==> config.mk <==
export PLATFORM = sky130hd
export DESIGN_NAME = imm_extend_arbiter
export DESIGN_NICKNAME = d
export VERILOG_FILES = /design/src/rtl/imm_pkg.sv /design/src/rtl/imm_extend.sv /design/src/rtl/imm_extend_arbiter.sv
export SDC_FILE = /design/constraint.sdc
export NUM_CORES = 1
export LEC_CHECK = 0
export CORE_MARGIN = 4
export CORE_UTILIZATION = 45
export DETAILED_ROUTE_END_ITERATION = 7
export HOLD_SLACK_MARGIN = 0.1
export PLACE_DENSITY = 0.77
export SYNTH_ARGS = -nofsm -noshare
export SYNTH_HDL_FRONTEND = slang
export SYNTH_SLANG_ARGS = --single-unit
==> constraint.sdc <==
create_clock -name clk -period 7.3 [get_ports clk]
set_clock_uncertainty 0.05 [all_clocks]
set_input_delay 2.19 -clock clk [delete_from_list [all_inputs] [get_ports clk]]
set_output_delay 2.19 -clock clk [all_outputs]
set_load 0.02 [all_outputs]
==> src/rtl/imm_pkg.sv <==
// Shared types, field positions and the sign-extension helper for the
// immediate-extension arbiter.
package imm_pkg;

  typedef enum logic [2:0] {
    FMT_I  = 3'd0,
    FMT_D  = 3'd1,
    FMT_B  = 3'd2,
    FMT_CB = 3'd3,
    FMT_IW = 3'd4
  } imm_fmt_e;

  typedef enum logic {
    O_EMPTY = 1'b0,
    O_FULL  = 1'b1
  } ostate_e;

  localparam logic SRC_A = 1'b0;
  localparam logic SRC_B = 1'b1;

  localparam int I_LSB     = 10;
  localparam int I_W       = 12;
  localparam int D_LSB     = 12;
  localparam int D_W       = 9;
  localparam int B_LSB     = 0;
  localparam int B_W       = 26;
  localparam int CB_LSB    = 5;
  localparam int CB_W      = 19;
  localparam int IW_LSB    = 5;
  localparam int IW_W      = 16;
  localparam int IW_SH_LSB = 21;

  // Sign-extends the low 'width' bits of val to 64 bits.
  function automatic logic [63:0] sext64(input logic [63:0] val, input int unsigned width);
    logic [63:0] mask;
    logic [5:0]  msb;
    mask = ~64'd0 << width;
    msb  = 6'(width - 1);
    return val[msb] ? (val | mask) : (val & ~mask);
  endfunction

endpackage

==> src/rtl/imm_extend.sv <==
// Combinational immediate extractor: picks the field for the format code,
// then sign/zero-extends and shifts it to 64 bits.
module imm_extend
  import imm_pkg::*;
(
  input  logic [31:0] instr,
  input  logic [2:0]  fmt,
  output logic [63:0] imm,
  output logic        err
);

  logic [5:0] iw_shift;
  logic       unused_hi;

  assign iw_shift  = {instr[IW_SH_LSB +: 2], 4'b0000};
  assign unused_hi = ^instr[31:26];

  always_comb begin
    imm = '0;
    err = 1'b0;
    case (fmt)
      FMT_I:   imm = 64'(instr[I_LSB +: I_W]);
      FMT_D:   imm = sext64(64'(instr[D_LSB +: D_W]), D_W);
      FMT_B:   imm = sext64(64'(instr[B_LSB +: B_W]), B_W) << 2;
      FMT_CB:  imm = sext64(64'(instr[CB_LSB +: CB_W]), CB_W) << 2;
      FMT_IW:  imm = 64'(instr[IW_LSB +: IW_W]) << iw_shift;
      default: err = 1'b1;
    endcase
  end

endmodule

==> src/rtl/imm_extend_arbiter.sv <==
// Round-robin arbiter sharing one immediate extender between two requesters,
// with a single-entry valid/ready output register and per-requester grant counters.
//
// state   | meaning
// O_EMPTY | output register holds nothing; any request may be granted
// O_FULL  | output register holds a result awaiting out_ready
module imm_extend_arbiter
  import imm_pkg::*;
#(
  parameter int DATA_W = 64,
  parameter int CNT_W  = 16
) (
  input  logic              clk,
  input  logic              reset,
  input  logic              a_valid,
  input  logic [31:0]       a_instr,
  input  logic [2:0]        a_fmt,
  output logic              a_ready,
  input  logic              b_valid,
  input  logic [31:0]       b_instr,
  input  logic [2:0]        b_fmt,
  output logic              b_ready,
  output logic              out_valid,
  input  logic              out_ready,
  output logic [DATA_W-1:0] out_imm,
  output logic              out_src,
  output logic              out_err,
  output logic [CNT_W-1:0]  a_cnt,
  output logic [CNT_W-1:0]  b_cnt
);

  ostate_e           state_q, state_d;
  logic              last_q, last_d;
  logic [DATA_W-1:0] imm_q, imm_d;
  logic              src_q, src_d;
  logic              err_q, err_d;
  logic [CNT_W-1:0]  a_cnt_q, a_cnt_d;
  logic [CNT_W-1:0]  b_cnt_q, b_cnt_d;

  logic        grant_ok;
  logic        pick_b;
  logic        grant;
  logic [31:0] sel_instr;
  logic [2:0]  sel_fmt;
  logic [63:0] ext_imm;
  logic        ext_err;

  // Draining slot may be refilled in the same cycle (pass-through on out_ready).
  assign grant_ok  = (state_q == O_EMPTY) || out_ready;
  assign pick_b    = b_valid && (!a_valid || (last_q == SRC_A));
  assign a_ready   = grant_ok && a_valid && !pick_b;
  assign b_ready   = grant_ok && pick_b;
  assign grant     = a_ready || b_ready;
  assign sel_instr = pick_b ? b_instr : a_instr;
  assign sel_fmt   = pick_b ? b_fmt : a_fmt;

  imm_extend u_ext (
    .instr (sel_instr),
    .fmt   (sel_fmt),
    .imm   (ext_imm),
    .err   (ext_err)
  );

  always_comb begin
    state_d = state_q;
    last_d  = last_q;
    imm_d   = imm_q;
    src_d   = src_q;
    err_d   = err_q;
    a_cnt_d = a_cnt_q;
    b_cnt_d = b_cnt_q;

    case (state_q)
      O_EMPTY: if (grant) state_d = O_FULL;
      O_FULL:  if (out_ready && !grant) state_d = O_EMPTY;
      default: state_d = O_EMPTY;
    endcase

    if (grant) begin
      last_d = pick_b;
      imm_d  = ext_imm;
      src_d  = pick_b;
      err_d  = ext_err;
    end

    if (a_ready && (a_cnt_q != '1)) a_cnt_d = a_cnt_q + 1'b1;
    if (b_ready && (b_cnt_q != '1)) b_cnt_d = b_cnt_q + 1'b1;
  end

  always_ff @(posedge clk or posedge reset) begin
    if (reset) begin
      state_q <= O_EMPTY;
      last_q  <= SRC_B;
      imm_q   <= '0;
      src_q   <= 1'b0;
      err_q   <= 1'b0;
      a_cnt_q <= '0;
      b_cnt_q <= '0;
    end else begin
      state_q <= state_d;
      last_q  <= last_d;
      imm_q   <= imm_d;
      src_q   <= src_d;
      err_q   <= err_d;
      a_cnt_q <= a_cnt_d;
      b_cnt_q <= b_cnt_d;
    end
  end

  assign out_valid = (state_q == O_FULL);
  assign out_imm   = imm_q;
  assign out_src   = src_q;
  assign out_err   = err_q;
  assign a_cnt     = a_cnt_q;
  assign b_cnt     = b_cnt_q;

endmodule

==> impl_metrics.py, run 1 <==
metrics = {
    "timing": {
        "rsz0062_at_grt": "false",
        "period_share_pct": 84.2,
        "drv_slew": 0,
        "finalCriticalPeriod_ps": 6150,
        "tns_ps": 0,
        "fmax_mhz": 163,
        "finalSetupViolCount": 0,
        "worst_pin_slew_ps": 1000,
        "hold_viol": 0,
        "relSlewSlack_pct": 33.1,
    },
    "min_path": {
        "hold_start": "out_imm[17]",
        "holdCritPathClass": "flip-flop to flip-flop",
    },
    "worst_setup_path": {
        "cp_data_required_time_ps": 5060,
        "arrival_ps": 3910,
        "crit_fanout": 9,
        "crit_type": "input port to primary output",
        "crit_path_start": "out_ready",
        "r2r_start": "last_q",
        "end_kind": "primary output",
        "setup.worst_path.start_class": "input port",
    },
    "yosys": {
        "syn-num-nets": 672,
        "synth_area_um2": 5790,
        "yosysWarnings": 0,
        "synth_seq_cells": 100,
        "synth.avg_cell_area_um2": 9.73,
        "netlist-cell-type-count": 66,
        "synth_edf_count": 0,
        "yosys.area.top_type": "dfrtp_1",
        "synth_cells": 595,
        "synth-main-ff-cell": "dfrtp_1",
        "yosysSeqAreaShare_pct": 43.2,
        "yosys-top-cells-area": "dfrtp_1, a221o_1, nand2_1",
        "synthArstFlopShare_pct": 100,
        "synth_top_area_share_pct": 42.8,
    },
    "power_and_ir_drop": {
        "p_total_w": 0.00195,
        "peakVddDrop_uv": 166,
        "power_leakage_nw": 3.22,
        "powerDensity_nw_per_um2": 250,
    },
    "floorplanning": {
        "die_h_um": 121,
        "start_util_pct": 45.9,
        "die_area_um2": 14800,
        "die_w_um": 121,
        "core_um2": 12600,
        "num_rows": 41,
        "io_pins": 176,
    },
    "clocking": {
        "post_cts_buffers": 0,
        "cts.sinks": 100,
        "clk_path_buf_depth": 2,
        "clkTransAtPathRegs_ps": 70,
        "cts_tree": "done",
        "post_cts_resized": 0,
        "hold_buffers": 0,
        "clock_latency_ps": 330,
        "h-tree-depth": 3,
        "clockRootBuffer": "clkbuf_16",
        "cts_made_buffers": 9,
    },
    "outcome": {
        "status": "finished, final reports clean",
    },
    "cells_and_area": {
        "drive_gt1_share_pct": 7.16,
        "finalNonFillerCells": 912,
        "utilization_pct": 61.8,
        "final_area_um2": 7800,
        "synthToLayoutAreaGrowth_pct": 34.6,
        "antennaDiodeCount": 0,
        "num-nets-final": 812,
    },
    "place": {
        "routabilityCongestion": 0.986,
        "hpwl_um": 14300,
        "placedInstanceArea_um2": 7480,
        "port_buffers": 163,
        "dp.cells": 896,
    },
    "route": {
        "drt-total-wl_um": 19800,
        "routed-via-count": 5611,
        "first_pass_iters": 5,
        "avgViaCountPerCell": 6.15,
        "wl_per_cell_um": 21.8,
        "drc": 0,
        "drtIter0Drc": 611,
        "ant_nets": 0,
    },
    "global_routing": {
        "antenna_found_initial": 0,
        "grt_max_degree": 68,
        "grt_pass1_vias": 5345,
        "overflow": 0,
        "grt_pass1_wl_um": 30200,
        "grt_util_all_layers_pct": 26.1,
    },
    "run": {
        "drv_cap": 0,
    },
}
metrics by stage:
stage / hold WS [ps] / setup WS, ps
final: 433 / 1150
after global routing: 459 / 1030
after CTS: 439 / 1140
after detailed placement: 424 / 1150
after global placement: 422 / 1190
after floorplan: 528 / 2110
synth_stat cells (4+ instances only):
master    number
o21a_1         4
o21ai_0       13
a22oi_1        5
xor2_1        10
a21oi_1       25
nand2b_1       8
inv_1         11
or3_1          4
dfrtp_1       99
nor2_1        21
o221ai_1       6
a221oi_1       6
mux2_2        14
clkbuf_1      14
o21ai_1        9
nand4_1        7
nor2b_1        8
nand3_1       32
buf_6          8
xnor2_1       18
buf_2         14
a32oi_1        5
nor3_1        12
buf_1          4
and3_1         9
a221o_1       45
o211ai_1       9
nand2_1       89
mux2i_1       17
a211oi_1      13
area by class of cell:
| type | count | area (um^2) |
|---|---|---|
| clock buffer | 12 | 256 |
| inverter | 11 | 42.5 |
| clock inverter | 4 | 55.1 |
| fill | 1072 | 4820 |
| sequential | 100 | 2500 |
| timing repair buffer | 172 | 1700 |
| tap | 172 | 215 |
| multi-input combinational | 441 | 3020 |
worst max-delay path: stages:
cell	delay, ps
clkdlybuf4s50_1	450
nand2b_1	330
nand2_1	210
inv_1	120
clkdlybuf4s50_1	610
worst paths after layout:
path                                     to  slack, ps  depth (start not counted)
max in group asynchronous          b_cnt[1]       3760                          3
worst min-delay path            out_imm[17]        430                          2
min in group asynchronous        out_imm[6]       2330                          2
worst max register to register  out_imm[33]       4040                          5
worst min register to register  out_imm[17]        430                          2
worst max-delay path                b_ready       1150                          5
cells by family (layout without fill, tap and decap cells):
| logic type | count (synthesis) | count (layout) | synth area share (%) |
|---|---|---|---|
| adders and majority gates | 2 | 2 | 0.432 |
| muxes | 34 | 34 | 6.44 |
| AOI/OAI and AO/OA | 170 | 170 | 23.2 |
| and+or+nand+nor | 207 | 207 | 17.5 |
| DFF | 100 | 100 | 43.2 |
| buffers and inverters | 54 | 199 | 4.99 |
| xor gates and xnor gates | 28 | 28 | 4.23 |
state kept, by name (all words and copies together), names as in the netlist:
signal and flops:
out_src 1, out_err 1, last_q 1, out_valid 1, out_imm 64, a_cnt 16
b_cnt 16
layer usage:
layer / track usage, % / routed length [um] / vias to the layer above / part of all wire, %
met1: 36.7 / 8520 / 2731 / 43
met2: 41.7 / 9400 / 306 / 47
met4: 9.31 / 583 / 0 / 2.9
li1: - / - / 2527 / -
met3: 3.22 / 1340 / 47 / 6.8
met5: 0 / 0 / - / 0
power breakdown:
part / switching (W) / internal (W) / total [W]
registers: 0.0000859 / 0.000651 / 0.000736
clock network: 0.000217 / 0.000287 / 0.000504
logic: 0.000388 / 0.000321 / 0.000709
cells in the final DEF (no fill, tap or decap), drive strengths merged, types with 9 or more instances in the layout:
| cell type | netlist | routed |
|---|---|---|
| clkdlybuf4s50 | 0 | 163 |
| nor2 | 22 | 22 |
| inv | 11 | 11 |
| a21oi | 26 | 26 |
| nor3 | 14 | 14 |
| a221o | 45 | 45 |
| nand2 | 90 | 90 |
| clkbuf | 15 | 12 |
| mux2i | 18 | 18 |
| xor2 | 10 | 10 |
| o211ai | 9 | 9 |
| xnor2 | 18 | 18 |
| buf | 28 | 9 |
| a211oi | 13 | 13 |
| and3 | 9 | 9 |
| mux2 | 16 | 16 |
| dfrtp | 99 | 99 |
| o21ai | 22 | 22 |
| nand3 | 32 | 32 |
Note: power is estimated with default switching activity, not from simulation.
==> inputs of run 2 (changes only) <==
Settings changed: CORE_UTILIZATION 45 to 43.
Clock period 7.3 ns to 5.6 ns, I/O delays scaled along.
==> impl_metrics.py, run 2 (same netlist as run 1, synthesis figures left out) <==
metrics = {
    "timing": {
        "whs_ps": 444,
        "worst_pin_slew_ps": 1040,
        "fmax_mhz": 194,
        "tns_ps": 0,
        "finalSetupViolCount": 0,
        "drv_slew": 0,
        "relSlewSlack_pct": 30.8,
        "hold_viol": 0,
        "finalCriticalPeriod_ps": 5150,
        "rsz0062_at_grt": "false",
        "period_share_pct": 91.9,
    },
    "floorplanning": {
        "core_um2": 13200,
        "start_util_pct": 43.9,
        "die_w_um": 124,
        "die_h_um": 124,
        "die_area_um2": 15400,
        "num_rows": 42,
        "io_pins": 176,
    },
    "global_routing": {
        "grt_util_all_layers_pct": 25.7,
        "overflow": 0,
        "grt_max_degree": 89,
        "grt_pass1_vias": 5482,
        "grt_pass1_wl_um": 30400,
        "antenna_found_initial": 0,
    },
    "cells_and_area": {
        "largest_register_ffs": 64,
        "utilization_pct": 59.4,
        "synthToLayoutAreaGrowth_pct": 35.3,
        "final_area_um2": 7840,
        "n_fill_cell": 1107,
        "num-nets-final": 821,
        "layout_common_cells": "clkdlybuf4s50_1, dfrtp_1, nand2_1, a221o_1, nand3_1",
        "final_common_cell": "clkdlybuf4s50_1",
        "drive_gt1_share_pct": 7.89,
        "antennaDiodeCount": 0,
    },
    "worst_setup_path": {
        "cp_data_required_time_ps": 3870,
        "crit_type": "input port to primary output",
        "rrSetupSlack_ps": 2820,
        "worstPathCellList": "clkdlybuf4s50_1 -> nand2b_1 -> nand3b_1 -> inv_1 -> clkdlybuf4s50_1",
        "timing.critical_path.depth": 5,
        "setup.worst_path.start_class": "input port",
        "crit_fanout": 9,
        "crit_end": "a_ready",
        "r2r-end": "out_imm[46]",
        "cpPeakStageDelay_ps": 610,
        "end_kind": "primary output",
        "crit_slowest_cell": "clkdlybuf4s50_1",
        "crit_path_start": "out_ready",
        "crit_family": "buffers and inverters",
        "arrival_ps": 3420,
        "worst-path-buf-inv": 3,
        "path_common_cell": "clkdlybuf4s50_1",
        "r2r_cells": 7,
        "r2r_start": "last_q",
    },
    "clocking": {
        "post_cts_buffers": 0,
        "hold_buffers": 0,
        "cts.sinks": 100,
        "cts_tree": "done",
        "clock_latency_ps": 340,
        "cts_made_buffers": 9,
        "h-tree-depth": 3,
        "clk_path_buf_depth": 2,
        "clkTransAtPathRegs_ps": 60,
        "clockRootBuffer": "clkbuf_16",
        "post_cts_resized": 0,
    },
    "outcome": {
        "status": "finished, final reports clean",
    },
    "route": {
        "ant_nets": 0,
        "routed-via-count": 5778,
        "drtIter0Drc": 615,
        "first_pass_iters": 5,
        "wl_per_cell_um": 21.3,
        "avgViaCountPerCell": 6.25,
        "drt-total-wl_um": 19700,
        "drc": 0,
    },
    "run": {
        "drv_cap": 0,
    },
    "place": {
        "routabilityCongestion": 1.01,
        "port_buffers": 163,
        "hpwl_um": 14600,
        "placedInstanceArea_um2": 7540,
    },
    "power_and_ir_drop": {
        "powerDensity_nw_per_um2": 318,
        "peakVddDrop_uv": 149,
        "power_leakage_nw": 3.26,
    },
    "min_path": {
        "holdCritPathClass": "flip-flop to flip-flop",
        "hold_start": "out_imm[25]",
    },
}
[run 2: cell types whose count changed in the layout (fill, tap and decap cells not counted), sizes merged]
cell / delta
inv: +1
clkbuf: -1
clkinvlp: -1
buf: +9
[run 2: worst min-delay path by stage]
stage | to | slack, ps | cells after the start
after floorplan | out_src | 530 | 2
after global placement | out_imm[25] | 420 | 2
after detailed placement | out_imm[25] | 430 | 2
after CTS | b_cnt[5] | 450 | 1
after global routing | out_imm[14] | 460 | 2
final | out_imm[25] | 440 | 2
[run 2: cell type report]
class	count	area, um^2	area share (%)
Sequential cell	100	2500	31.9
Clock inverter	4	48.8	0.623
Timing Repair Buffer	181	1770	22.5
Tap cell	176	220	2.81
Inverter	11	43.8	0.559
Clock buffer	11	243	3.10
Multi-Input combinational cell	441	3010	38.4
[run 2: through the flow]
stage               setup WS, ps  total power, W  instances
floorplan                   1250         0.00145        595
global placement             507         0.00186        909
detailed placement           466         0.00188        909
CTS                          458         0.00250        924
global route                 376         0.00261        924
finish                       453         0.00249        924
[run 2: report_power, final]
group          internal, W  switching (W)  total [W]
Combinational     0.000421       0.000497   0.000918
Sequential        0.000849       0.000112   0.000960
Clock             0.000356       0.000260   0.000616
Total              0.00163       0.000868    0.00249
[run 2: worst reg2reg max path, cell delays in order (launching register included)]
cell      delay (ps)
dfstp_2          390
a21boi_4         130
buf_4            560
nor3b_2          160
a311oi_1         360
buf_4            230
and3_1           580
a221o_1          250
[run 2: routing by layer]
layer  track usage [%]  wire length, um  vias to the layer above
li1                  -                -                     2557
met1              37.0             8540                     2817
met2              37.5             8790                      340
met3              4.59             1610                       64
met4              11.9              790                        0
met5                 0                0                        -
==> inputs of run 3 (changes only) <==
Settings changed: REMOVE_ABC_BUFFERS set to 1.
==> impl_metrics.py, run 3 (same netlist as run 1, synthesis figures left out) <==
metrics = {
    "route": {
        "wl_per_cell_um": 21.8,
        "drt-total-wl_um": 20100,
        "drtIter0Drc": 487,
        "dr.max_layer_used": "met4",
        "wl_met2_um": 9320,
        "drc": 0,
        "wl_met1_um": 8480,
        "dr_wl_met3_um": 1840,
        "ant_nets": 0,
        "avgViaCountPerCell": 6.10,
        "routed-via-count": 5638,
        "first_pass_iters": 5,
    },
    "power_and_ir_drop": {
        "peakVddDrop_uv": 154,
        "powerDensity_nw_per_um2": 322,
        "p_total_w": 0.00253,
        "power_leakage_nw": 3.26,
    },
    "worst_setup_path": {
        "cp_data_required_time_ps": 3870,
        "crit_fanout": 9,
        "crit_type": "input port to primary output",
        "r2r_start": "last_q",
        "arrival_ps": 3450,
        "setup.worst_path.start_class": "input port",
        "end_kind": "primary output",
        "crit_path_start": "out_ready",
    },
    "global_routing": {
        "grt_util_all_layers_pct": 26.6,
        "antenna_found_initial": 0,
        "grt_pass1_wl_um": 31500,
        "grt_pass1_vias": 5758,
        "grt_max_degree": 61,
        "overflow": 0,
    },
    "clocking": {
        "clock_latency_ps": 350,
        "clk_path_buf_depth": 2,
        "hold_buffers": 0,
        "clkTransAtPathRegs_ps": 70,
        "post_cts_resized": 0,
        "clockRootBuffer": "clkbuf_16",
        "cts_tree": "done",
        "post_cts_buffers": 0,
        "cts_made_buffers": 9,
        "h-tree-depth": 3,
        "cts.sinks": 100,
    },
    "cells_and_area": {
        "final_common_cell": "clkdlybuf4s50_1",
        "final_area_um2": 7860,
        "synthToLayoutAreaGrowth_pct": 35.6,
        "n_fill_cell": 1153,
        "num-nets-final": 820,
        "layout_common_cells": "clkdlybuf4s50_1, dfrtp_1, nand2_1, a221o_1, nand3_1",
        "antennaDiodeCount": 0,
        "drive_gt1_share_pct": 8.02,
        "largest_register_ffs": 64,
    },
    "floorplanning": {
        "core_um2": 13200,
        "num_rows": 42,
        "die_h_um": 124,
        "io_pins": 176,
        "die_area_um2": 15400,
        "die_w_um": 124,
        "start_util_pct": 43.9,
    },
    "outcome": {
        "status": "finished, final reports clean",
    },
    "timing": {
        "relSlewSlack_pct": 43.9,
        "fmax_mhz": 193,
        "tns_ps": 0,
        "whs_ps": 438,
        "worst_pin_slew_ps": 842,
        "finalCriticalPeriod_ps": 5180,
        "period_share_pct": 92.5,
        "finalSetupViolCount": 0,
        "hold_viol": 0,
        "drv_slew": 0,
        "rsz0062_at_grt": "false",
    },
    "place": {
        "placedInstanceArea_um2": 7540,
        "hpwl_um": 14500,
        "routabilityCongestion": 0.970,
        "port_buffers": 163,
    },
    "run": {
        "drv_cap": 0,
    },
    "min_path": {
        "hold_start": "b_cnt[5]",
        "holdCritPathClass": "flip-flop to flip-flop",
    },
}
-- run 3: path summary, 6_finish.rpt --
| kind | endpoint | slack (ps) | depth (start not counted) |
|---|---|---|---|
| min reg2reg | b_cnt[5] | 440 | 1 |
| max | b_ready | 420 | 5 |
| max reg2reg | out_imm[50] | 2650 | 6 |
| min in group asynchronous | a_cnt[14] | 1600 | 2 |
| min | b_cnt[5] | 440 | 1 |
| max in group asynchronous | b_cnt[13] | 2980 | 3 |
-- run 3: where the power goes --
| group | internal [W] | switching, W | total, W |
|---|---|---|---|
| sequential | 0.000848 | 0.000106 | 0.000954 |
| combinational | 0.000419 | 0.000495 | 0.000914 |
| clock | 0.000368 | 0.000297 | 0.000666 |
-- run 3: critical path, cell delays in order --
cell and delay [ps]:
clkdlybuf4s50_1 470, nand2b_1 350, nand2_1 210, inv_1 130
clkdlybuf4s50_1 610
-- run 3: metrics by stage --
| stage | util (%) | worst slack [ps] | std cells |
|---|---|---|---|
| after floorplan | - | 159 | 552 |
| after global placement | 57.1 | 471 | 908 |
| after CTS | 59.6 | 457 | 924 |
| after detailed placement | 57.1 | 456 | 908 |
| final | 59.6 | 422 | 924 |
| after global routing | 59.6 | 372 | 924 |
-- run 3: cell type report --
type / count / area (um^2) / area share [%]
inverter: 11 / 43.8 / 0.558
tap: 176 / 220 / 2.80
sequential: 100 / 2500 / 31.9
clock inverter: 6 / 78.8 / 1.00
clock buffer: 10 / 239 / 3.04
timing repair buffer: 180 / 1760 / 22.4
multi-input combinational: 441 / 3010 / 38.3
-- run 3: routing by layer --
metal	vias to the layer above	track usage [%]
li1	2543	-
met1	2736	35.1
met2	312	42.2
met3	47	6.81
met4	0	9.86
met5	-	0
